<file path="src/rtl/ahbl_apb_bridge.sv">
// AHB-Lite to APB4 bridge: one APB transfer per accepted AHB address phase.
// Optional APB_TIMEOUT_EN adds a PREADY-low watchdog that ends the transfer with an error.
module ahbl_apb_bridge #(
  parameter int PADDR_W        = 16,
  parameter int TIMEOUT_CYCLES = 255
) (
  input  logic               HCLK,
  input  logic               HRESET,
  input  logic               HSEL,
  input  logic [31:0]        HADDR,
  input  logic [1:0]         HTRANS,
  input  logic               HWRITE,
  input  logic [2:0]         HSIZE,
  input  logic [31:0]        HWDATA,
  input  logic               HREADY,
  output logic               HREADYOUT,
  output logic [31:0]        HRDATA,
  output logic               HRESP,
  output logic [PADDR_W-1:0] PADDR,
  output logic               PSEL,
  output logic               PENABLE,
  output logic               PWRITE,
  output logic [31:0]        PWDATA,
  output logic [3:0]         PSTRB,
  input  logic [31:0]        PRDATA,
  input  logic               PREADY,
  input  logic               PSLVERR
);

  typedef enum logic [2:0] {
    ST_IDLE   = 3'd0,
    ST_SETUP  = 3'd1,
    ST_ACCESS = 3'd2,
    ST_ERR1   = 3'd3,
    ST_ERR2   = 3'd4
  } state_t;

  state_t state_r;
  state_t state_next_s;
  state_t start_state_s;
  logic   accept_s;
  logic   take_s;
  logic   timeout_s;
  logic   unused_s;

  function automatic logic [3:0] calc_strb(input logic write, input logic [2:0] size,
                                           input logic [1:0] addr);
    logic [3:0] strb;
    case (size)
      3'd0:    strb = 4'b0001 << addr;
      3'd1:    strb = 4'b0011 << {addr[1], 1'b0};
      3'd2:    strb = 4'b1111;
      default: strb = 4'b0000;
    endcase
    return write ? strb : 4'b0000;
  endfunction

  assign accept_s      = HSEL & HTRANS[1] & HREADY;
  assign start_state_s = (HSIZE > 3'd2) ? ST_ERR1 : ST_SETUP;
  assign PWDATA        = HWDATA;
  assign unused_s      = ^{HADDR, HTRANS[0]};

  // Next-state decode; take_s marks the cycles where a new address phase may be captured
  always_comb begin
    state_next_s = state_r;
    take_s       = 1'b0;
    case (state_r)
      ST_IDLE: begin
        take_s       = accept_s;
        state_next_s = accept_s ? start_state_s : ST_IDLE;
      end
      ST_SETUP: begin
        state_next_s = ST_ACCESS;
      end
      ST_ACCESS: begin
        if (PREADY) begin
          if (PSLVERR) begin
            state_next_s = ST_ERR1;
          end else begin
            take_s       = accept_s;
            state_next_s = accept_s ? start_state_s : ST_IDLE;
          end
        end else if (timeout_s) begin
          state_next_s = ST_ERR1;
        end else begin
          state_next_s = ST_ACCESS;
        end
      end
      ST_ERR1: begin
        state_next_s = ST_ERR2;
      end
      ST_ERR2: begin
        take_s       = accept_s;
        state_next_s = accept_s ? start_state_s : ST_IDLE;
      end
      default: begin
        state_next_s = ST_IDLE;
      end
    endcase
  end

  // State register and APB request capture
  always_ff @(posedge HCLK) begin
    if (HRESET) begin
      state_r <= ST_IDLE;
      PADDR   <= {PADDR_W{1'b0}};
      PWRITE  <= 1'b0;
      PSTRB   <= 4'b0000;
    end else begin
      state_r <= state_next_s;
      if (take_s) begin
        PADDR  <= HADDR[PADDR_W-1:0];
        PWRITE <= HWRITE;
        PSTRB  <= calc_strb(HWRITE, HSIZE, HADDR[1:0]);
      end else begin
        PADDR  <= PADDR;
        PWRITE <= PWRITE;
        PSTRB  <= PSTRB;
      end
    end
  end

  // Bus-side outputs decoded from the current state
  always_comb begin
    PSEL      = 1'b0;
    PENABLE   = 1'b0;
    HREADYOUT = 1'b1;
    HRESP     = 1'b0;
    HRDATA    = 32'h0000_0000;
    case (state_r)
      ST_IDLE: begin
        HREADYOUT = 1'b1;
      end
      ST_SETUP: begin
        PSEL      = 1'b1;
        HREADYOUT = 1'b0;
      end
      ST_ACCESS: begin
        PSEL      = 1'b1;
        PENABLE   = 1'b1;
        HREADYOUT = PREADY & ~PSLVERR;
        HRDATA    = PRDATA;
      end
      ST_ERR1: begin
        HREADYOUT = 1'b0;
        HRESP     = 1'b1;
      end
      ST_ERR2: begin
        HREADYOUT = 1'b1;
        HRESP     = 1'b1;
      end
      default: begin
        HREADYOUT = 1'b1;
      end
    endcase
  end

`ifdef APB_TIMEOUT_EN
  localparam int CNT_W = ($clog2(TIMEOUT_CYCLES + 1) > 8) ? $clog2(TIMEOUT_CYCLES + 1) : 8;
  logic [CNT_W-1:0] tmo_cnt_r;

  // Counts ACCESS cycles spent waiting on PREADY; restarts for every transfer
  always_ff @(posedge HCLK) begin
    if (HRESET) begin
      tmo_cnt_r <= {CNT_W{1'b0}};
    end else if (state_r == ST_SETUP) begin
      tmo_cnt_r <= {CNT_W{1'b0}};
    end else if ((state_r == ST_ACCESS) && !PREADY) begin
      tmo_cnt_r <= tmo_cnt_r + {{(CNT_W-1){1'b0}}, 1'b1};
    end else begin
      tmo_cnt_r <= tmo_cnt_r;
    end
  end

  // This wait cycle is the TIMEOUT_CYCLES-th one
  assign timeout_s = (state_r == ST_ACCESS) && !PREADY &&
                     (tmo_cnt_r >= CNT_W'(TIMEOUT_CYCLES - 1));
`else
  localparam int unused_timeout_c = TIMEOUT_CYCLES;
  assign timeout_s = 1'b0;
`endif

endmodule

</file>
<file path="config.mk">
export PLATFORM = sky130hd
export DESIGN_NAME = ahbl_apb_bridge
export DESIGN_NICKNAME = d
export VERILOG_FILES = /design/src/rtl/ahbl_apb_bridge.sv
export SDC_FILE = /design/constraint.sdc
export NUM_CORES = 1
export LEC_CHECK = 0
export ABC_CLOCK_PERIOD_IN_PS = 2000
export CORE_MARGIN = 8
export CORE_UTILIZATION = 25
export DETAILED_ROUTE_END_ITERATION = 16
export PLACE_DENSITY = 0.89
export SYNTH_ARGS = -nofsm -noshare
export SYNTH_HDL_FRONTEND = slang
export SYNTH_SLANG_ARGS = --single-unit
</file>
<file path="constraint.sdc">
create_clock -name HCLK -period 2 [get_ports HCLK]
set_input_delay 0.4 -clock HCLK [delete_from_list [all_inputs] [get_ports HCLK]]
set_output_delay 0.4 -clock HCLK [all_outputs]
set_load 0.01 [all_outputs]
</file>
* Yosys cells after proc, flatten, opt, wreduce, memory -nomap -nowiden
Index checks and enable logic that the tools add are counted.
Widths: inputs -> output; s select.
** Cells by class
- Equal/unequal tests :: 6
- Multiplexer cells :: 15
- Bitwise gates (word level) :: 4
- Order comparisons :: 1
- Shift operators :: 2
- Reductions and logical operators :: 6
** Operators by type and width (number)
- $mux 32 :: 1
- $pmux 3 s4 :: 1
- $pmux 4 s3 :: 1
- $eq 3x2->1 const B :: 3
- $reduce_or 2->1 :: 4
- $eq 3x1->1 const B :: 2
- $logic_not 3->1 :: 2
- $mux 2 :: 3
- $mux 1 :: 5
- $mux 4 :: 1
- $pmux 1 s2 :: 2
- $shl 1x2->4 const A :: 1
- $shl 2x2->4 const A :: 1
- $and 1x1->1 :: 3
- $eq 3x3->1 const B :: 1
- $gt 3x2->1 const B :: 1
- $mux 3 :: 1
- $not 1->1 :: 1
** Storage, ports and cells
- Register bits after elaboration :: 24
- Input bits :: 108
- Output and inout port bits :: 89
- Word-level logic and storage cells :: 38

* Logic depth before layout (Yosys ltp)
Gate-level depths: netlist of run 1.
- Depth in word-level cells :: 6
- Mapped depth :: 6
- Gate-level depth less buffers :: 4

* Least setup slack after synthesis of run 1
OpenSTA, ideal clock, no wires.
- Path kind :: flip-flop to output port
- Start :: register state_r[2]
- End :: output HRDATA[22]
- Arrival time :: 1.271 ns
- Data required time :: 1.600 ns
- Path buffers :: 2
- Path slack :: 0.329 ns
- Cell stages (with the launch flop) :: 5
- Cells stage by stage :: dfxtp_1 > buf_6 > nor3b_1 > clkbuf_1 > and2_1
** On the way
- Word-level cells in the longest chain between the ends :: 2
** RTL lines
- start: declaration :: RTL line 38 : state_t state_r;
- start signal: assignment :: RTL line 110 : state_r <= state_next_s;
- $eq 3x2->1 :: RTL line 130 : case (state_r)
- $mux 32 :: RTL line 130
- end: declaration :: RTL line 17 : output logic [31:0] HRDATA,
No other way between the ends.

* Final worst setup path of run 1
- Start :: register state_r[0]
- End :: output PSEL
** On the way
- Word-level cells in the longest chain between the ends :: 3
- Elaborated cells between the ends (all ways) :: 4
- Those cells by class :: eq/ne: 2; mux: 1; reduce/logical: 1
** RTL lines
- $eq 3x2->1 / $eq 3x1->1 (equally long branches) :: RTL line 130
- $reduce_or 2->1 (no source line) (*)
- $mux 1 (*) :: RTL line 130
- end: declaration :: RTL line 20 : output logic PSEL,
Mark *: on every way between the ends. The rest lies on a longest branch, timed or not.

==> flow_summary.ini, run 1 <==
[outcome]
status = completed

[critical_path]
cp-start-kind = flip-flop
path_cells = buf_4, xnor2_1, nor2_1, clkdlybuf4s50_1
path_max_fanout = 9
path_class = flip-flop to output port
crit_path_top_delay_cell = clkdlybuf4s50_1
setup.worst_path.end_class = output port
critical_path_required_ns = 1.60
max_stage_delay_ns = 0.53
worstPathArrival_ns = 1.51

[run]
maxCapViolations = 0

[power_and_ir_drop]
internal-power_w = 0.000894
p_leak_nw = 1.07
cellPowerDensity_mw_per_mm2 = 464
power_frac_comb = 0.310
switching_share = 0.245
vdd_drop_max_v = 0.000234
power_frac_clock = 0.265
switchingPower_w = 0.000290
power_frac_seq = 0.425
p_total_w = 0.00118

[floorplanning]
core_area_sq_mm = 0.00582
fp-row-count = 28
fp.dieArea_sq_mm = 0.00864
dieWidth_microns = 92.9
die_h_microns = 92.9
io_pins = 197
initial_core_util = 0.255

[yosys]
avgSynthCellArea_sq_um = 7.71
ys_warn_count = 0
synthesis.nets = 300
synth_async_sr_flop_share = 0
syn-instance-count = 192
synth_area_leaders = dfxtp_1, buf_4, and2_1
ys.flop_type = dfxtp_1
synth-edff-count = 0
yosysSeqAreaShare = 0.325
synth_largest_area_cell = dfxtp_1
syn_area_sq_mm = 0.00148
synth_seq_cells = 24
netlist.area_leader.share = 0.325
synth_cell_types = 26

[cells_and_area]
area_delta_synth_final_pct = 72.4
stdcell_area_sq_mm = 0.00255
final_common_cell = clkdlybuf4s50_1
n_antenna_cell = 0
final_cell_mix = clkdlybuf4s50_1, nand2_1, dlygate4sd2_1
n_fill_cell = 581
nNetsFinal = 384
drive_gt1_frac = 0.0691

[routing]
wl_met3_microns = 889
met1_length_microns = 1780
route.detailed.drc = 0
ant_nets = 0
dr.first_iter.drc_count = 45
wl_per_cell_microns = 14.9
num_vias = 1559
top_layer = met4
wl_microns = 5230
dr_wl_met2_microns = 2540
dr.pass1.iters = 4
viasPerCell = 4.45

[sta]
relSlewSlack = 0.731
tightest_slew_ns = 0.393
period_share = 0.957
timing.final.max_slew_violations = 0
timing.hold.ws_ns = 0.453
rsz0062_at_grt = false
fin_crit_ns = 1.91
setup_viol_count_final = 0
max_freq_mhz = 523
skew_ns = 0.00181
finalHoldViolCount = 0

[clock_network]
clk_pin_slew_ns = 0.08
cts_buffer_depth = 2
cts_setup_buffers = 0
clk_latency_ns = 0.25
numCtsBuffers = 3
cts_sinks = 24
hold_buffers = 0
cts-root-buf = clkbuf_8
cts_tree = yes
htreeDepth = 1

[global_route]
grt_overflow = 0
antenna_found_initial = 0
grt_max_degree = 34
grt_use_total = 0.117
grt_pass1_vias = 1664
grt_pass1_wl_microns = 8110

[min_path]
hp-class = flip-flop to flip-flop

[placed_design]
numPortBuffers = 115
place_hpwl_microns = 4390
placed_area_sq_mm = 0.00252
place_congestion = 0.778
## worst max-delay path: cells and delay by family (launching register included)
| kind | cells | cell delay [ns] |
|---|---|---|
| flops | 1 | 0.35 |
| xor+xnor | 1 | 0.12 |
| simple gates | 1 | 0.08 |
| buf+inv | 2 | 0.70 |
## timing repair
item,in CTS,in global routing
hold endpoints to repair,0,0
resized for setup,38,4
endpoints found under the setup margin,35,7
## layer usage
metal  vias up  GRT usage
met5         -          0
met4         0     0.0255
met3         6     0.0841
met2       107      0.209
met1       692      0.104
li1        754          -
## synth_stat cells (2+ instances only)
| master | count |
|---|---|
| nand3b_1 | 6 |
| o21ai_0 | 2 |
| inv_1 | 2 |
| nand2b_1 | 2 |
| a21boi_0 | 2 |
| buf_2 | 2 |
| nand2_1 | 34 |
| nor3b_1 | 2 |
| dfxtp_1 | 24 |
| buf_4 | 32 |
| and2_1 | 32 |
| o31ai_1 | 4 |
| clkbuf_1 | 7 |
| a21oi_1 | 22 |
| nor2_1 | 7 |
| buf_6 | 2 |
## flip-flops by register name, indices dropped and copies added (netlist names)
name     cells
PADDR       16
PSTRB        4
state_r      3
PWRITE       1
## per-stage QoR
step	utilization	instances	worst slack, ns	TNS [ns]
CTS	0.437	350	0.00619	0
global placement	0.434	346	-0.175	-2.91
finish	0.439	350	0.0863	0
detailed placement	0.434	346	-0.270	-4.31
floorplan	-	192	0.329	0
global route	0.439	350	0.00235	0
## cell type report
type | instances | area [sq um] | share of cell area
flip-flops and latches | 24 | 483 | 0.189
well taps | 75 | 93.8 | 0.0368
multi-input cells | 123 | 712 | 0.279
inverters | 2 | 7.51 | 0.00294
clock buffers | 4 | 55.1 | 0.0216
repair buffers | 122 | 1200 | 0.470
## path summary, 6_finish.rpt
| check | start | depth (start not counted) | slack (ns) | end |
|---|---|---|---|---|
| setup reg to reg | state_r[2]$_SDFF_PP0_ | 4 | 0.23 | PSTRB[2]$_SDFFE_PP0P_ |
| hold / removal | PADDR[5]$_SDFFE_PP0P_ | 2 | 0.45 | PADDR[5]$_SDFFE_PP0P_ |
| hold reg to reg | PADDR[5]$_SDFFE_PP0P_ | 2 | 0.45 | PADDR[5]$_SDFFE_PP0P_ |
| setup / recovery | state_r[0]$_SDFF_PP0_ | 4 | 0.09 | PSEL |
## power by group through the flow
| stage | logic [W] | clock network [W] | registers (W) |
|---|---|---|---|
| 3_3_place_gp | 0.000392 | 0 | 0.000512 |
| 2_1_floorplan | 0.000193 | 0 | 0.000518 |
| 3_5_place_dp | 0.000396 | 0 | 0.000513 |
| 5_1_grt | 0.000401 | 0.000364 | 0.000505 |
| 6_report | 0.000367 | 0.000314 | 0.000503 |
| 4_1_cts | 0.000372 | 0.000335 | 0.000502 |
## kinds of logic (layout without fill, tap and decap cells)
group / count (synthesis) / after routing / synth area share
AO/OA/AOI/OAI: 35 / 35 / 0.150
buffers and inverters: 45 / 128 / 0.207
AND/OR/NAND/NOR: 87 / 87 / 0.313
flip-flops: 24 / 24 / 0.325
XOR/XNOR: 1 / 1 / 0.00592
Note: power is estimated with default switching activity, not from simulation.
==> run 2, diff against run 1 <==
--- a/config.mk
+++ b/config.mk
@@ -7,5 +7,4 @@
 export LEC_CHECK = 0
 export ABC_CLOCK_PERIOD_IN_PS = 2000
-export CORE_MARGIN = 8
 export CORE_UTILIZATION = 25
 export DETAILED_ROUTE_END_ITERATION = 16
==> constraint.sdc (replaced) <==
create_clock -name HCLK -period 2 [get_ports HCLK]
set_input_delay 0.2 -clock HCLK [delete_from_list [all_inputs] [get_ports HCLK]]
set_output_delay 0.2 -clock HCLK [all_outputs]
set_load 0.01 [all_outputs]
==> flow_summary.ini, run 2 (synthesis gave the netlist of run 1 again) <==
[global_route]
grt_max_degree = 34
antenna_found_initial = 0
grt_use_total = 0.128
grt_pass1_wl_microns = 6350
grt_pass1_vias = 1440
grt_overflow = 0

[floorplanning]
initial_core_util = 0.264
die_h_microns = 78.9
core_area_sq_mm = 0.00561
io_pins = 197
dieWidth_microns = 78.9
fp-row-count = 27
fp.dieArea_sq_mm = 0.00623

[sta]
period_share = 0.960
finalHoldViolCount = 0
timing.hold.ws_ns = 0.400
max_freq_mhz = 521
relSlewSlack = 0.702
tightest_slew_ns = 0.436
timing.final.max_slew_violations = 0
fin_crit_ns = 1.92
setup_viol_count_final = 0
setup_ws_ns = 0.0799
skew_ns = 0.00269
tns_ns = 0

[critical_path]
r2r_start = state_r[2]$_SDFF_PP0_
max_stage_delay_ns = 0.52
cp_num_buf_inv = 2
cp-start-kind = flip-flop
path_max_fanout = 33
critical_path_required_ns = 1.80
crit_path_top_delay_cell = clkdlybuf4s50_1
setup.worst_path.end_class = output port
path_class = flip-flop to output port
worstPathArrival_ns = 1.72
cp_top_family = buffers and inverters
r2r_end = PSTRB[0]$_SDFFE_PP0P_
crit_cells = 4
rr_worst_depth = 3
path_cells = nor3b_4, buf_12, and2_1, clkdlybuf4s50_1
r2r_slack_ns = 0.32

[clock_network]
cts_buffer_depth = 2
cts-root-buf = clkbuf_8
hold_buffers = 0
htreeDepth = 1
cts_sinks = 24
clk_latency_ns = 0.26
cts_tree = yes
clk_pin_slew_ns = 0.08
numCtsBuffers = 3

[cells_and_area]
finalCoreUtilization = 0.472
regArea_sq_um = 484
n_antenna_cell = 0
multi_input_area_sq_um = 704
largest_reg_flops = 16
final_cell_mix = clkdlybuf4s50_1, nand2_1, and2_1
final_common_cell = clkdlybuf4s50_1
drive_gt1_frac = 0.0655
area_delta_synth_final_pct = 78.7
n_fill_cell = 533
nNetsFinal = 384
reg_top3 = PADDR x16, PSTRB x4, state_r x3
largest-register = PADDR

[min_path]
whs_path_depth = 0
min_from = HWDATA[1]
hp-class = input pin to output port
min_to = PWDATA[1]

[routing]
wl_microns = 4270
dr.pass1.iters = 4
wl_per_cell_microns = 12.3
num_vias = 1507
viasPerCell = 4.34
ant_nets = 0
route.detailed.drc = 0
dr.first_iter.drc_count = 25

[placed_design]
place_hpwl_microns = 3350
numPortBuffers = 115
preCtsSetupSlack_ns = 0.00291
place_congestion = 0.744

[power_and_ir_drop]
cellPowerDensity_mw_per_mm2 = 453
p_total_w = 0.00120
vdd_drop_max_v = 0.000246
p_leak_nw = 1.44

[outcome]
status = completed

[run]
maxCapViolations = 0
-- run 2: how the worst max path moves through the flow --
stage / endpoint / startpoint
6_report: HRDATA[27] / state_r[2]$_SDFF_PP0_
2_1_floorplan: PSTRB[0]$_SDFFE_PP0P_ / state_r[2]$_SDFF_PP0_
3_5_place_dp: PSTRB[0]$_SDFFE_PP0P_ / PREADY
4_1_cts: HRDATA[6] / state_r[2]$_SDFF_PP0_
5_1_grt: HRDATA[27] / state_r[2]$_SDFF_PP0_
3_3_place_gp: PSTRB[2]$_SDFFE_PP0P_ / PREADY
-- run 2: where the power goes --
| group | leakage, nW | internal (W) | switching, W |
|---|---|---|---|
| registers | 0.195 | 0.000492 | 0.00000867 |
| clock network | 0.0288 | 0.000175 | 0.000143 |
| logic | 1.22 | 0.000241 | 0.000138 |
| total | 1.44 | 0.000908 | 0.000290 |
-- run 2: cell type report --
cell class / count / area share
repair buffers: 122 / 0.493
multi-input cells: 123 / 0.266
flip-flops and latches: 24 / 0.183
well taps: 72 / 0.0341
clock buffers: 4 / 0.0208
inverters: 2 / 0.00284
-- run 2: repair_timing --
item / in CTS / in global routing
gates resized for setup: 1 / 32
setup endpoints to repair: 17 / 32
pin swaps: 1 / 0
buffers inserted: 0 / 0
-- run 2: per-layer routing --
layer	vias to the layer above	wire, microns	GRT usage
li1	751	-	-
met4	0	22	0.0291
met1	657	1640	0.131
met5	-	0	0
met2	93	2090	0.245
met3	6	517	0.0448
-- run 2: stage by stage --
step,cell area [sq um],instances
after floorplan,1480,192
after global placement,2500,343
after detailed placement,2500,343
after CTS,2560,347
after global routing,2650,347
final,2650,347
